--- src/rtl/cpu_clock_ctrl.sv ---
// Clock/enable controller for a single-cycle CPU: free-run divider, debounced
// single-step button and PC breakpoint with resume-skip.
module cpu_clock_ctrl #(
  parameter int RUN_DIV  = 25000000,
  parameter int DEBOUNCE = 500000
) (
  input  logic        clk,
  input  logic        rst,
  input  logic        run_sw,
  input  logic        step_btn,
  input  logic        bp_en,
  input  logic [7:0]  bp_addr,
  input  logic [7:0]  pc,
  output logic        cpu_en,
  output logic        halted,
  output logic [1:0]  state,
  output logic [15:0] step_count
);

  localparam int DIV_W = (RUN_DIV > 1) ? $clog2(RUN_DIV) : 1;
  localparam int DB_W  = (DEBOUNCE > 1) ? $clog2(DEBOUNCE) : 1;
  localparam logic [DIV_W-1:0] DIV_LAST = DIV_W'(RUN_DIV - 1);
  localparam logic [DB_W-1:0]  DB_LAST  = DB_W'(DEBOUNCE - 1);

  typedef enum logic [1:0] {
    IDLE  = 2'b00,
    RUN   = 2'b01,
    STEP  = 2'b10,
    BREAK = 2'b11
  } state_e;

  logic [1:0]       run_sync_q, btn_sync_q;
  logic             run_s, btn_s;
  logic [DB_W-1:0]  db_cnt_q, db_cnt_d;
  logic             btn_d_q, btn_d_d;
  logic             press_q, press_d;
  state_e           state_q, state_d;
  logic [DIV_W-1:0] div_q, div_d;
  logic             skip_q, skip_d;
  logic [15:0]      step_count_q, step_count_d;
  logic             tick, bp_hit;

  assign run_s = run_sync_q[1];
  assign btn_s = btn_sync_q[1];

  // Debounce: btn_d follows btn_s only after DEBOUNCE consecutive differing cycles.
  always_comb begin
    db_cnt_d = '0;
    btn_d_d  = btn_d_q;
    press_d  = 1'b0;
    if (btn_s != btn_d_q) begin
      if (db_cnt_q == DB_LAST) begin
        btn_d_d = btn_s;
        press_d = btn_s;
      end else begin
        db_cnt_d = db_cnt_q + 1'b1;
      end
    end
  end

  assign tick   = (div_q == DIV_LAST);
  assign bp_hit = bp_en && (pc == bp_addr) && !skip_q;

  always_comb begin
    state_d = state_q;
    div_d   = div_q;
    skip_d  = skip_q;
    cpu_en  = 1'b0;
    case (state_q)
      IDLE: begin
        if (run_s) begin
          state_d = RUN;
          div_d   = '0;
        end else if (press_q) begin
          state_d = STEP;
        end
      end
      STEP: begin
        cpu_en  = 1'b1;
        state_d = IDLE;
      end
      RUN: begin
        div_d = tick ? '0 : div_q + 1'b1;
        if (!run_s) begin
          state_d = IDLE;
        end else if (tick && bp_hit) begin
          state_d = BREAK;
        end else if (tick) begin
          cpu_en = 1'b1;
          skip_d = 1'b0;
        end
      end
      BREAK: begin
        if (!run_s) begin
          state_d = IDLE;
        end else if (press_q) begin
          // Resume: let the instruction sitting at the breakpoint execute once.
          state_d = RUN;
          div_d   = '0;
          skip_d  = 1'b1;
        end
      end
      default: state_d = IDLE;
    endcase
  end

  assign step_count_d = step_count_q + {15'd0, cpu_en};

  always_ff @(posedge clk or negedge rst) begin
    if (!rst) begin
      run_sync_q   <= '0;
      btn_sync_q   <= '0;
      db_cnt_q     <= '0;
      btn_d_q      <= 1'b0;
      press_q      <= 1'b0;
      state_q      <= IDLE;
      div_q        <= '0;
      skip_q       <= 1'b0;
      step_count_q <= '0;
    end else begin
      run_sync_q   <= {run_sync_q[0], run_sw};
      btn_sync_q   <= {btn_sync_q[0], step_btn};
      db_cnt_q     <= db_cnt_d;
      btn_d_q      <= btn_d_d;
      press_q      <= press_d;
      state_q      <= state_d;
      div_q        <= div_d;
      skip_q       <= skip_d;
      step_count_q <= step_count_d;
    end
  end

  assign state      = state_q;
  assign halted     = (state_q == BREAK);
  assign step_count = step_count_q;

endmodule

--- config.mk ---
export PLATFORM = sky130hd
export DESIGN_NAME = cpu_clock_ctrl
export DESIGN_NICKNAME = d
export VERILOG_FILES = /design/src/rtl/cpu_clock_ctrl.sv
export SDC_FILE = /design/constraint.sdc
export NUM_CORES = 1
export LEC_CHECK = 0
export ABC_AREA = 1
export CAP_MARGIN = 0
export CORE_UTILIZATION = 23
export CTS_BUF_LIST = sky130_fd_sc_hd__clkbuf_16
export DETAILED_ROUTE_END_ITERATION = 10
export GPL_TIMING_DRIVEN = 0
export SYNTH_ARGS = -nofsm -noshare
export SYNTH_HDL_FRONTEND = slang
export SYNTH_SLANG_ARGS = --single-unit
--- constraint.sdc ---
create_clock -name clk -period 3.2 [get_ports clk]
set_input_delay 0.48 -clock clk [delete_from_list [all_inputs] [get_ports clk]]
set_output_delay 0.48 -clock clk [all_outputs]
set_load 0.02 [all_outputs]
==> results by group, run 1 <==
STA
  – Finish-stage setup viols: 0
  – PnR worst setup slack: 0.333 ns
  – Worst-margin pin slew: 0.335 ns
  – RSZ-0062 raised after global routing: false
  – Final Skew: 0.00775 ns
  – Achievable Freq: 349 MHz
  – Fin crit period: 2.87 ns
  – Final hold violation count: 0
  – Slew headroom: 0.776
  – Max Slew Vio Count: 0
  – Setup TNS: 0 ns
  – Period utilization: 0.896

Run
  – Max_cap viols: 0

Clock network
  – Clock sinks: 69
  – Clk_lat worst skew: 0.34 ns
  – H-tree depth: 3
  – TritonCTS Buffers: 9
  – TritonCTS clock tree: built
  – Post-CTS Repair Setup Buffers: 0
  – Clk buf depth: 2
  – Clock Tree Root: clkbuf_16
  – Clock-pin slew on the worst setup and hold paths: 0.06 ns

Route
  – ANT nets after route: 0
  – First drt pass iteration count: 4
  – Vias: 3492
  – Routed len/inst: 10.9 um
  – Via/cell ratio: 4.25
  – Initial DRC count: 310
  – Drt total wl: 8.94 mm
  – Post-detailed-route DRC marker count: 0

Power and ir drop
  – Cell leakage power: 2.30 nW
  – Sequential Power Share: 0.380
  – Clock network power share: 0.372
  – P per Cell Area: 513 nW/um2
  – Int Pwr: 0.00177 W
  – Logic pwr share: 0.248
  – Net Sw Frac: 0.318
  – Overall power: 0.00260 W
  – Worst vdd ir: 234 uV
  – Sw Pwr: 0.000826 W

Yosys
  – Mapped Nets: 569
  – EDFF count, synth: 0
  – Seq/Total Area, Yosys: 0.425
  – Post-synth ARST share: 1.00
  – Top-count cell post-synth: nand2_1
  – Leading area contributor after synthesis: dfrtp_1
  – Area contributors post-synth: dfrtp_1 43%, nand2_1 12%, nor2_1 8.7%, inv_1 6.7%, nand3_1 5.4%
  – Synth Register Bits: 69
  – Gate Count Post-Synth: 539
  – Count of cell types in the netlist: 35
  – Synth Flop Type: dfrtp_1
  – Post-Synthesis Cell Area: 4060 um2
  – Synth Warn #: 0
  – Commonest cells in the netlist: 125 x nand2_1, 94 x nor2_1, 72 x inv_1, 69 x dfrtp_1, 44 x nand3_1
  – Share of the synthesized area in the top cell type: 0.425
  – Post-Syn Area per Cell: 7.53 um2

Global routing
  – Largest net degree at the start of global routing: 50
  – GR Overflow Total: 0
  – GRT Overall Usage: 0.108
  – First-pass GRT wire length: 15.6 mm
  – Vias in the first global route: 3297
  – Initial antenna violation count: 0

Setup path
  – CP arrival: 2.39 ns
  – Class of the most critical setup path: reg -> out
  – Reg2Reg Depth: 15
  – Max FO, Critical Path: 5
  – Setup crit start: div_q[0]$_DFFE_PN0P_
  – RR Startpoint: div_q[0]$_DFFE_PN0P_
  – Worst EP required: 2.72 ns
  – Startpoint Class: flip-flop
  – Crit. End Element: output port

Final layout
  – # diodes: 0
  – Layout cells sized above 1: 0.0738
  – P&R area growth vs syn: 24.7%
  – Utilization after layout: 0.294
  – Fin nets: 621

Placed design
  – Placer Congestion: 0.878
  – DP HPWL: 6.74 mm
  – Port Buffer Count: 40
  – Setup Slack @ Placement: 0.00475 ns

Die
  – Die height: 135 um
  – Core Region: 17200 um2
  – Die footprint: 18200 um2
  – Initial core utilization: 0.235
  – # IOs: 41
  – # rows: 48
  – Die X-Extent: 135 um

Worst hold path
  – Hold/Removal Path Class: in -> async

Run status
  – Outcome: completed
## worst max-delay path, cell delays in order, from the launching register on
cell	delay, ns
dfrtp_1	0.38
ha_1	0.20
nand3_2	0.09
nor2_4	0.17
nand3_1	0.09
nor2_1	0.16
nand3_1	0.12
a21boi_1	0.20
clkdlybuf4s50_1	0.64
## path summary, 6_finish.rpt
kind,endpoint,slack [ns]
min,div_q[6]$_DFFE_PN0P_,0.04
min reg2reg,run_sync_q[1]$_DFF_PN0_,0.35
max,cpu_en,0.33
min in group clk,run_sync_q[1]$_DFF_PN0_,0.35
max in group asynchronous,db_cnt_q[4]$_DFF_PN0_,2.61
max reg2reg,step_count[12]$_DFF_PN0_,0.39
## logic make-up after synthesis
| kind of cell | count (synthesis) | share of synthesized area |
|---|---|---|
| and+or+nand+nor | 323 | 0.360 |
| DFF | 69 | 0.425 |
| adders and majority gates | 9 | 0.0277 |
| AOI/OAI and AO/OA | 26 | 0.0373 |
| buffers and inverters | 79 | 0.0780 |
| xor gates and xnor gates | 33 | 0.0712 |
## cell usage in the layout (no fill, tap or decap), types with 3 or more instances in the layout
master           synthesis  final
nor2_1                  94     93
nor2_4                   4      4
a21oi_1                 11     11
dfrtp_1                 69     69
nor3_1                  13     13
inv_1                   72     72
clkinv_2                 0      3
xnor2_1                 10     10
nand2_2                  5      5
nand2_1                125    125
clkdlybuf4s50_1          0     39
clkbuf_16                0      9
nand3_1                 44     44
nor2_2                   3      4
nand4_1                 23     23
o21ai_0                  8      8
xor2_1                  23     23
ha_1                     9      9
## stage by stage
step                hold WS (ns)  cells  area (um2)
finish                    0.0385    821        5060
global placement           0.336    804        4740
CTS                       0.0378    821        5060
floorplan                  0.184    539        4060
global route              0.0586    821        5060
detailed placement         0.340    805        4770
## power groups by stage
stage          Combinational, W  Clock (W)  Sequential [W]
3_5_place_dp           0.000654          0         0.00100
6_report               0.000643   0.000967        0.000986
2_1_floorplan          0.000372          0         0.00103
3_3_place_gp           0.000647          0         0.00100
5_1_grt                0.000724    0.00104        0.000994
4_1_cts                0.000655    0.00100        0.000985
## per-layer routing
| layer | track usage | part of all wire | wire (um) |
|---|---|---|---|
| met1 | 0.147 | 0.49 | 4420 |
| met3 | 0.0312 | 0.043 | 385 |
| met4 | 0.0362 | 0.018 | 163 |
| met5 | 0 | 0 | 0 |
| met2 | 0.164 | 0.44 | 3970 |
## repair_timing
action | 4_1_cts | 5_1_grt
hold buffers | 0 | 0
endpoints found under the setup margin | 0 | 4
gates resized for setup | 0 | 2
## sequential cells by signal, indices dropped and copies added, names as in the netlist
| name | flops |
|---|---|
| btn_d_q | 1 |
| db_cnt_q | 19 |
| run_sync_q | 2 |
| state | 2 |
| step_count | 16 |
| btn_sync_q | 2 |
| skip_q | 1 |
| div_q | 25 |
| press_q | 1 |
## area by class of cell
cell class	count	area, um2
plain buffers	4	32.5
clock inverters	7	66.3
flip-flops and latches	69	1730
well taps	225	282
multi-input cells	391	2020
fillers	1828	12200
repair buffers	41	425
inverters	75	284
clock buffers	9	225
Power figures use the tool's default switching activity.
==> inputs of run 2 (changes only) <==
--- a/config.mk
+++ b/config.mk
@@ -11,6 +11,7 @@
 export CTS_BUF_LIST = sky130_fd_sc_hd__clkbuf_16
 export DETAILED_ROUTE_END_ITERATION = 10
 export GPL_TIMING_DRIVEN = 0
+export REMOVE_ABC_BUFFERS = 1
 export SYNTH_ARGS = -nofsm -noshare
 export SYNTH_HDL_FRONTEND = slang
 export SYNTH_SLANG_ARGS = --single-unit
==> run 2 against run 1 <==
  * Combinational power shrank 7.2%
  * Via count shrank 1.6%
  * Clock skew shrank 0.0048 ns
  * Cell count shrank 0.61%
  * Total power grew 3.9%
  * Clock power grew 15%
  * Wire length shrank 1.3%
  * Highest routed layer unchanged
==> results by group, run 2 (synthesis gave the netlist of run 1 again) <==
Clock network
  – Clock-pin slew on the worst setup and hold paths: 0.05 ns (was 0.06 ns)
  – H-tree depth: 3 (unchanged)
  – TritonCTS clock tree: built (unchanged)
  – Hold buffer count at CTS: 0 (unchanged)
  – TritonCTS Buffers: 9 (unchanged)
  – Clock Tree Root: clkbuf_16 (unchanged)
  – Post-CTS Repair Setup Buffers: 0 (unchanged)
  – Clk_lat worst skew: 0.33 ns (was 0.34 ns)
  – Cts repair resizes: 0 (unchanged)
  – Clock sinks: 69 (unchanged)
  – Clk buf depth: 2 (unchanged)

Route
  – Vias: 3435 (was 3492)
  – Initial DRC count: 247 (was 310)
  – Via/cell ratio: 4.21 (was 4.25)
  – First drt pass iteration count: 4 (unchanged)
  – ANT nets after route: 0 (unchanged)
  – Post-detailed-route DRC marker count: 0 (unchanged)
  – Routed len/inst: 10.8 um (was 10.9 um)
  – Drt total wl: 8.82 mm (was 8.94 mm)

Setup path
  – Crit. End Element: output port (unchanged)
  – CP arrival: 2.38 ns (was 2.39 ns)
  – Largest delay share family, worst path: simple AND/OR/NAND/NOR gates (was buffers and inverters)
  – Buf/Inv on CP: 1 (unchanged)
  – Class of the most critical setup path: reg -> out (unchanged)
  – Startpoint Class: flip-flop (unchanged)
  – Worst EP required: 2.72 ns (about the same)
  – CP peak stage delay: 0.62 ns (was 0.64 ns)
  – Most used cell, CP: nand3_1 (unchanged)
  – Worst-path cell chain: ha_1 > nand3_2 > nor2_4 > nand3_1 > nor2_1 > nand3_1 > a21boi_2 > clkdlybuf4s50_1 (was ha_1 > nand3_2 > nor2_4 > nand3_1 > nor2_1 > nand3_1 > a21boi_1 > clkdlybuf4s50_1)
  – Max FO, Critical Path: 5 (unchanged)
  – CP max stage cell: clkdlybuf4s50_1 (unchanged)

Die
  – Die X-Extent: 135 um (unchanged)
  – Initial core utilization: 0.235 (unchanged)
  – Core Region: 17200 um2 (unchanged)
  – Die footprint: 18200 um2 (unchanged)
  – # IOs: 41 (unchanged)
  – Die height: 135 um (unchanged)
  – # rows: 48 (unchanged)

Placed design
  – Post-DP Area: 4710 um2 (was 4770 um2)
  – Dpl cells: 800 (was 805)
  – DP HPWL: 6.37 mm (was 6.74 mm)
  – Placer Congestion: 0.905 (was 0.878)
  – Port Buffer Count: 40 (unchanged)

Power and ir drop
  – P per Cell Area: 535 nW/um2 (was 513 nW/um2)
  – Cell leakage power: 2.29 nW (was 2.30 nW)
  – Worst vdd ir: 297 uV (was 234 uV)

STA
  – Fin crit period: 2.86 ns (was 2.87 ns)
  – Final Skew: 0.00295 ns (was 0.00775 ns)
  – Finish-stage setup viols: 0 (unchanged)
  – RSZ-0062 raised after global routing: false (unchanged)
  – Max Slew Vio Count: 0 (unchanged)
  – Period utilization: 0.893 (was 0.896)
  – Slew headroom: 0.422 (was 0.776)
  – Worst-margin pin slew: 0.867 ns (was 0.335 ns)
  – Achievable Freq: 350 MHz (was 349 MHz)
  – Final hold violation count: 0 (unchanged)

Global routing
  – First-pass GRT wire length: 15.1 mm (was 15.6 mm)
  – GRT Overall Usage: 0.103 (was 0.108)
  – GR Overflow Total: 0 (unchanged)
  – Largest net degree at the start of global routing: 70 (was 50)
  – Vias in the first global route: 3234 (was 3297)
  – Initial antenna violation count: 0 (unchanged)

Final layout
  – Final cell count without fillers: 816 (was 821)
  – Fin nets: 616 (was 621)
  – Most flops, register: div_q (unchanged)
  – P&R area growth vs syn: 24.2% (was 24.7%)
  – Max reg flops: 25 (unchanged)
  – Layout cells sized above 1: 0.0626 (was 0.0738)
  – Leading cell type in the layout, fill and taps excluded: nand2_1 (unchanged)
  – Commonest cells after routing, fill and taps aside: 125 x nand2_1, 94 x nor2_1, 74 x inv_1, 69 x dfrtp_1, 44 x nand3_1 (was 125 x nand2_1, 93 x nor2_1, 72 x inv_1, 69 x dfrtp_1, 44 x nand3_1)
  – # diodes: 0 (unchanged)
  – Finished Cell Area: 5040 um2 (was 5060 um2)

Run
  – Max_cap viols: 0 (unchanged)

Worst hold path
  – Hold/Removal Path Class: in -> async (unchanged)

Run status
  – Outcome: completed (unchanged)
## run 2: cell count changes in the layout (fill, tap and decap cells not counted), sizes merged
cell,delta
inv,+2
buf,-5
clkinv,-4
bufinv,+2
## run 2: worst paths after layout
path                                            end  cells past startpoint  slack, ns                    start
max                                          cpu_en                      8       0.34     div_q[0]$_DFFE_PN0P_
min                        step_count[12]$_DFF_PN0_                      1       0.26                      rst
max reg2reg                step_count[12]$_DFF_PN0_                     15       0.36     div_q[0]$_DFFE_PN0P_
min reg2reg                 run_sync_q[1]$_DFF_PN0_                      0       0.35  run_sync_q[0]$_DFF_PN0_
max in group asynchronous     div_q[19]$_DFFE_PN0P_                      1       2.37                      rst
min in group clk            run_sync_q[1]$_DFF_PN0_                      0       0.35  run_sync_q[0]$_DFF_PN0_
## run 2: power breakdown
group          internal (W)  switching, W  total (W)
registers          0.000929     0.0000580   0.000987
logic              0.000209      0.000388   0.000597
clock network      0.000751      0.000362    0.00111
## run 2: layer usage
layer | share of wire | up-vias | track usage
met3 | 0.041 | 12 | 0.0282
met1 | 0.49 | 1561 | 0.133
met4 | 0.018 | 0 | 0.0306
met2 | 0.45 | 59 | 0.166
met5 | 0 | - | 0
li1 | - | 1803 | -
## run 2: area by class of cell
class,instances,area [um2]
Clock buffer,9,225
Clock inverter,7,106
Fill cell,1825,12200
Inverter,75,284
Multi-Input combinational cell,391,2020
Sequential cell,69,1730
Tap cell,225,282
Timing Repair Buffer,40,398
## run 2: worst register-to-register path, stage by stage, from the launching register on
cell	delay [ns]
dfrtp_1	0.38
ha_1	0.20
nand3_2	0.09
nor2_4	0.16
nand3_1	0.09
nor2_1	0.17
nand3_1	0.14
a21boi_2	0.18
ha_1	0.21
ha_1	0.23
nand3_1	0.15
nor2_1	0.19
nand3_1	0.14
nor2_1	0.17
nand2_1	0.08
xor2_1	0.14
## run 2: stage by stage
stage                     worst slack, ns  TNS (ns)   util  power (W)  hold WS (ns)
after CTS                           0.148         0  0.292    0.00273         0.303
after floorplan                     0.236         0      -    0.00137         0.184
after global routing               0.0666         0  0.292    0.00284         0.357
after detailed placement          -0.0387   -0.0755  0.273    0.00160         0.337
after global placement             -0.797    -54.51  0.273    0.00160         0.335
final                               0.343         0  0.292    0.00270         0.262
==> inputs of run 3 (changes only) <==
--- a/config.mk
+++ b/config.mk
@@ -7,10 +7,12 @@
 export LEC_CHECK = 0
 export ABC_AREA = 1
 export CAP_MARGIN = 0
-export CORE_UTILIZATION = 23
+export CORE_UTILIZATION = 46
 export CTS_BUF_LIST = sky130_fd_sc_hd__clkbuf_16
 export DETAILED_ROUTE_END_ITERATION = 10
+export GPL_ROUTABILITY_DRIVEN = 0
 export GPL_TIMING_DRIVEN = 0
+export PLACE_DENSITY = 0.67
 export REMOVE_ABC_BUFFERS = 1
 export SYNTH_ARGS = -nofsm -noshare
 export SYNTH_HDL_FRONTEND = slang
==> run 3 against run 2 <==
  * Final area fell by 3.5%
  * Via count rose by 1.8%
  * Critical path type unchanged
  * Fmax decreased by 1.0%
  * Total power fell by 4.0%
  * Critical path depth unchanged
  * Clock skew up 0.0038 ns
  * Flip-flop and latch count unchanged
  * Cell count decreased by 15%
  * Largest cell class unchanged
  * Combinational power is 1% lower
==> results by group, run 3 (synthesis gave the netlist of run 1 again) <==
Setup path
  – Worst-path cell chain: ha_1 > nand3_2 > nor2_4 > nand3_1 > nor2_1 > nand3_1 > a21boi_1 > clkdlybuf4s50_1 (was ha_1 > nand3_2 > nor2_4 > nand3_1 > nor2_1 > nand3_1 > a21boi_2 > clkdlybuf4s50_1)
  – Startpoint Class: flip-flop (unchanged)
  – CP peak stage delay: 0.64 ns (was 0.62 ns)
  – CP max stage cell: clkdlybuf4s50_1 (unchanged)
  – Worst EP required: 2.72 ns (about the same)
  – Crit. End Element: output port (unchanged)
  – Max FO, Critical Path: 5 (unchanged)
  – CP arrival: 2.41 ns (was 2.38 ns)
  – Most used cell, CP: nand3_1 (unchanged)
  – Class of the most critical setup path: reg -> out (unchanged)

STA
  – RSZ-0062 raised after global routing: false (unchanged)
  – Slew headroom: 0.417 (was 0.422)
  – Achievable Freq: 346 MHz (was 350 MHz)
  – Final Skew: 0.00677 ns (was 0.00295 ns)
  – PnR worst setup slack: 0.313 ns (was 0.343 ns)
  – Fin crit period: 2.89 ns (was 2.86 ns)
  – Finish-stage setup viols: 0 (unchanged)
  – Worst-margin pin slew: 0.875 ns (was 0.867 ns)
  – Period utilization: 0.902 (was 0.893)
  – Final hold violation count: 0 (unchanged)
  – Max Slew Vio Count: 0 (unchanged)

Placed design
  – Setup Slack @ Placement: 0.135 ns (was -0.0387 ns)
  – Port Buffer Count: 40 (unchanged)
  – Dpl cells: 680 (was 800)
  – DP HPWL: 6.19 mm (was 6.37 mm)

Die
  – # rows: 33 (was 48)
  – Die height: 95.9 um (was 135 um)
  – Die X-Extent: 95.9 um (was 135 um)
  – Core Region: 8380 um2 (was 17200 um2)
  – Initial core utilization: 0.484 (was 0.235)
  – Die footprint: 9200 um2 (was 18200 um2)
  – # IOs: 41 (unchanged)

Clock network
  – TritonCTS Buffers: 9 (unchanged)
  – H-tree depth: 3 (unchanged)
  – Post-CTS Repair Setup Buffers: 0 (unchanged)
  – Clk_lat worst skew: 0.33 ns (about the same)
  – Clock Tree Root: clkbuf_16 (unchanged)
  – Clk buf depth: 2 (unchanged)
  – Clock-pin slew on the worst setup and hold paths: 0.06 ns (was 0.05 ns)
  – TritonCTS clock tree: built (unchanged)
  – Clock sinks: 69 (unchanged)

Final layout
  – Fill cells: 762 (was 1825)
  – Leading cell type in the layout, fill and taps excluded: nand2_1 (unchanged)
  – Max reg flops: 25 (unchanged)
  – P&R area growth vs syn: 19.8% (was 24.2%)
  – # diodes: 0 (unchanged)
  – Fin nets: 616 (unchanged)
  – Commonest cells after routing, fill and taps aside: 125 x nand2_1, 94 x nor2_1, 72 x inv_1, 69 x dfrtp_1, 44 x nand3_1 (was 125 x nand2_1, 94 x nor2_1, 74 x inv_1, 69 x dfrtp_1, 44 x nand3_1)
  – Layout cells sized above 1: 0.0660 (was 0.0626)
  – Most flops, register: div_q (unchanged)
  – Final cell count without fillers: 696 (was 816)

Global routing
  – GR Overflow Total: 0 (unchanged)
  – First-pass GRT wire length: 14.3 mm (was 15.1 mm)
  – Initial antenna violation count: 0 (unchanged)
  – Vias in the first global route: 3169 (was 3234)
  – Largest net degree at the start of global routing: 70 (unchanged)
  – GRT Overall Usage: 0.202 (was 0.103)

Route
  – DR top layer: met4 (unchanged)
  – Met2 WL: 4.10 mm (was 3.99 mm)
  – Post-detailed-route DRC marker count: 0 (unchanged)
  – Vias: 3497 (was 3435)
  – Drt total wl: 8.54 mm (was 8.82 mm)
  – Initial DRC count: 155 (was 247)
  – DR WL met3: 441 um (was 361 um)
  – Routed len/inst: 12.3 um (was 10.8 um)
  – Via/cell ratio: 5.02 (was 4.21)
  – ANT nets after route: 0 (unchanged)
  – First drt pass iteration count: 5 (was 4)
  – Wl on met1: 3.87 mm (was 4.31 mm)

Power and ir drop
  – Worst vdd ir: 280 uV (was 297 uV)
  – Cell leakage power: 2.26 nW (was 2.29 nW)
  – P per Cell Area: 532 nW/um2 (was 535 nW/um2)

Worst hold path
  – Hold/Removal Path Class: in -> async (unchanged)

Run
  – Max_cap viols: 0 (unchanged)

Run status
  – Outcome: completed (unchanged)
run 3: cell count changes in the layout (fill, tap and decap cells not counted), sizes merged:
| cell | before | now |
|---|---|---|
| clkinvlp | 0 | 3 |
| bufinv | 3 | 1 |
| clkinv | 3 | 1 |
| inv | 76 | 77 |
run 3: worst paths after layout:
check                                              from                       end  slack, ns  cells after the start
worst min-delay path                                rst      div_q[5]$_DFFE_PN0P_       0.25                      1
worst max register to register     div_q[0]$_DFFE_PN0P_  step_count[14]$_DFF_PN0_       0.39                     15
worst min register to register  run_sync_q[0]$_DFF_PN0_   run_sync_q[1]$_DFF_PN0_       0.35                      0
max in group asynchronous                           rst     div_q[15]$_DFFE_PN0P_       2.35                      1
worst max-delay path               div_q[0]$_DFFE_PN0P_                    cpu_en       0.31                      8
min in group clk                run_sync_q[0]$_DFF_PN0_   run_sync_q[1]$_DFF_PN0_       0.35                      0
run 3: layout make-up:
cell class | instances | area, um2 | area share
well taps | 105 | 131 | 0.0270
clock inverters | 7 | 81.3 | 0.0167
multi-input cells | 391 | 2020 | 0.415
clock buffers | 9 | 225 | 0.0463
inverters | 75 | 284 | 0.0584
repair buffers | 40 | 398 | 0.0818
flip-flops and latches | 69 | 1730 | 0.355
run 3: layer usage:
metal / global-route usage / up-vias
met5: 0 / -
met4: 0.0684 / 0
met3: 0.0521 / 12
met2: 0.331 / 86
li1: - / 1811
met1: 0.260 / 1588
run 3: report_power, final:
| group | total, W | leakage, nW | switching, W | internal, W |
|---|---|---|---|---|
| sequential | 0.000984 | 0.922 | 0.0000560 | 0.000928 |
| clock | 0.00101 | 0.141 | 0.000401 | 0.000614 |
| combinational | 0.000590 | 1.19 | 0.000383 | 0.000207 |
run 3: timing repair:
action	4_1_cts	5_1_grt
hold buffers	0	0
endpoints found under the setup margin	0	2
resized for setup	0	1
run 3: per-stage QoR:
| stage | TNS [ns] | cell area (um2) | hold slack, ns | total power [W] | util |
|---|---|---|---|---|---|
| 3_3_place_gp | -50.79 | 4560 | 0.332 | 0.00158 | 0.544 |
| 6_report | 0 | 4860 | 0.246 | 0.00259 | 0.580 |
| 4_1_cts | 0 | 4860 | 0.302 | 0.00264 | 0.580 |
| 2_1_floorplan | 0 | 4030 | 0.184 | 0.00137 | - |
| 3_5_place_dp | 0 | 4560 | 0.339 | 0.00160 | 0.544 |
| 5_1_grt | 0 | 4860 | 0.332 | 0.00273 | 0.580 |
run 3: critical path: cells and delay by family, from the launching register on:
family | cells | cell delay, ns
AO/OA/AOI/OAI | 1 | 0.20
adder cells (fa/ha/maj) | 1 | 0.21
buffers and inverters | 1 | 0.64
flip-flops | 1 | 0.39
AND/OR/NAND/NOR | 5 | 0.66
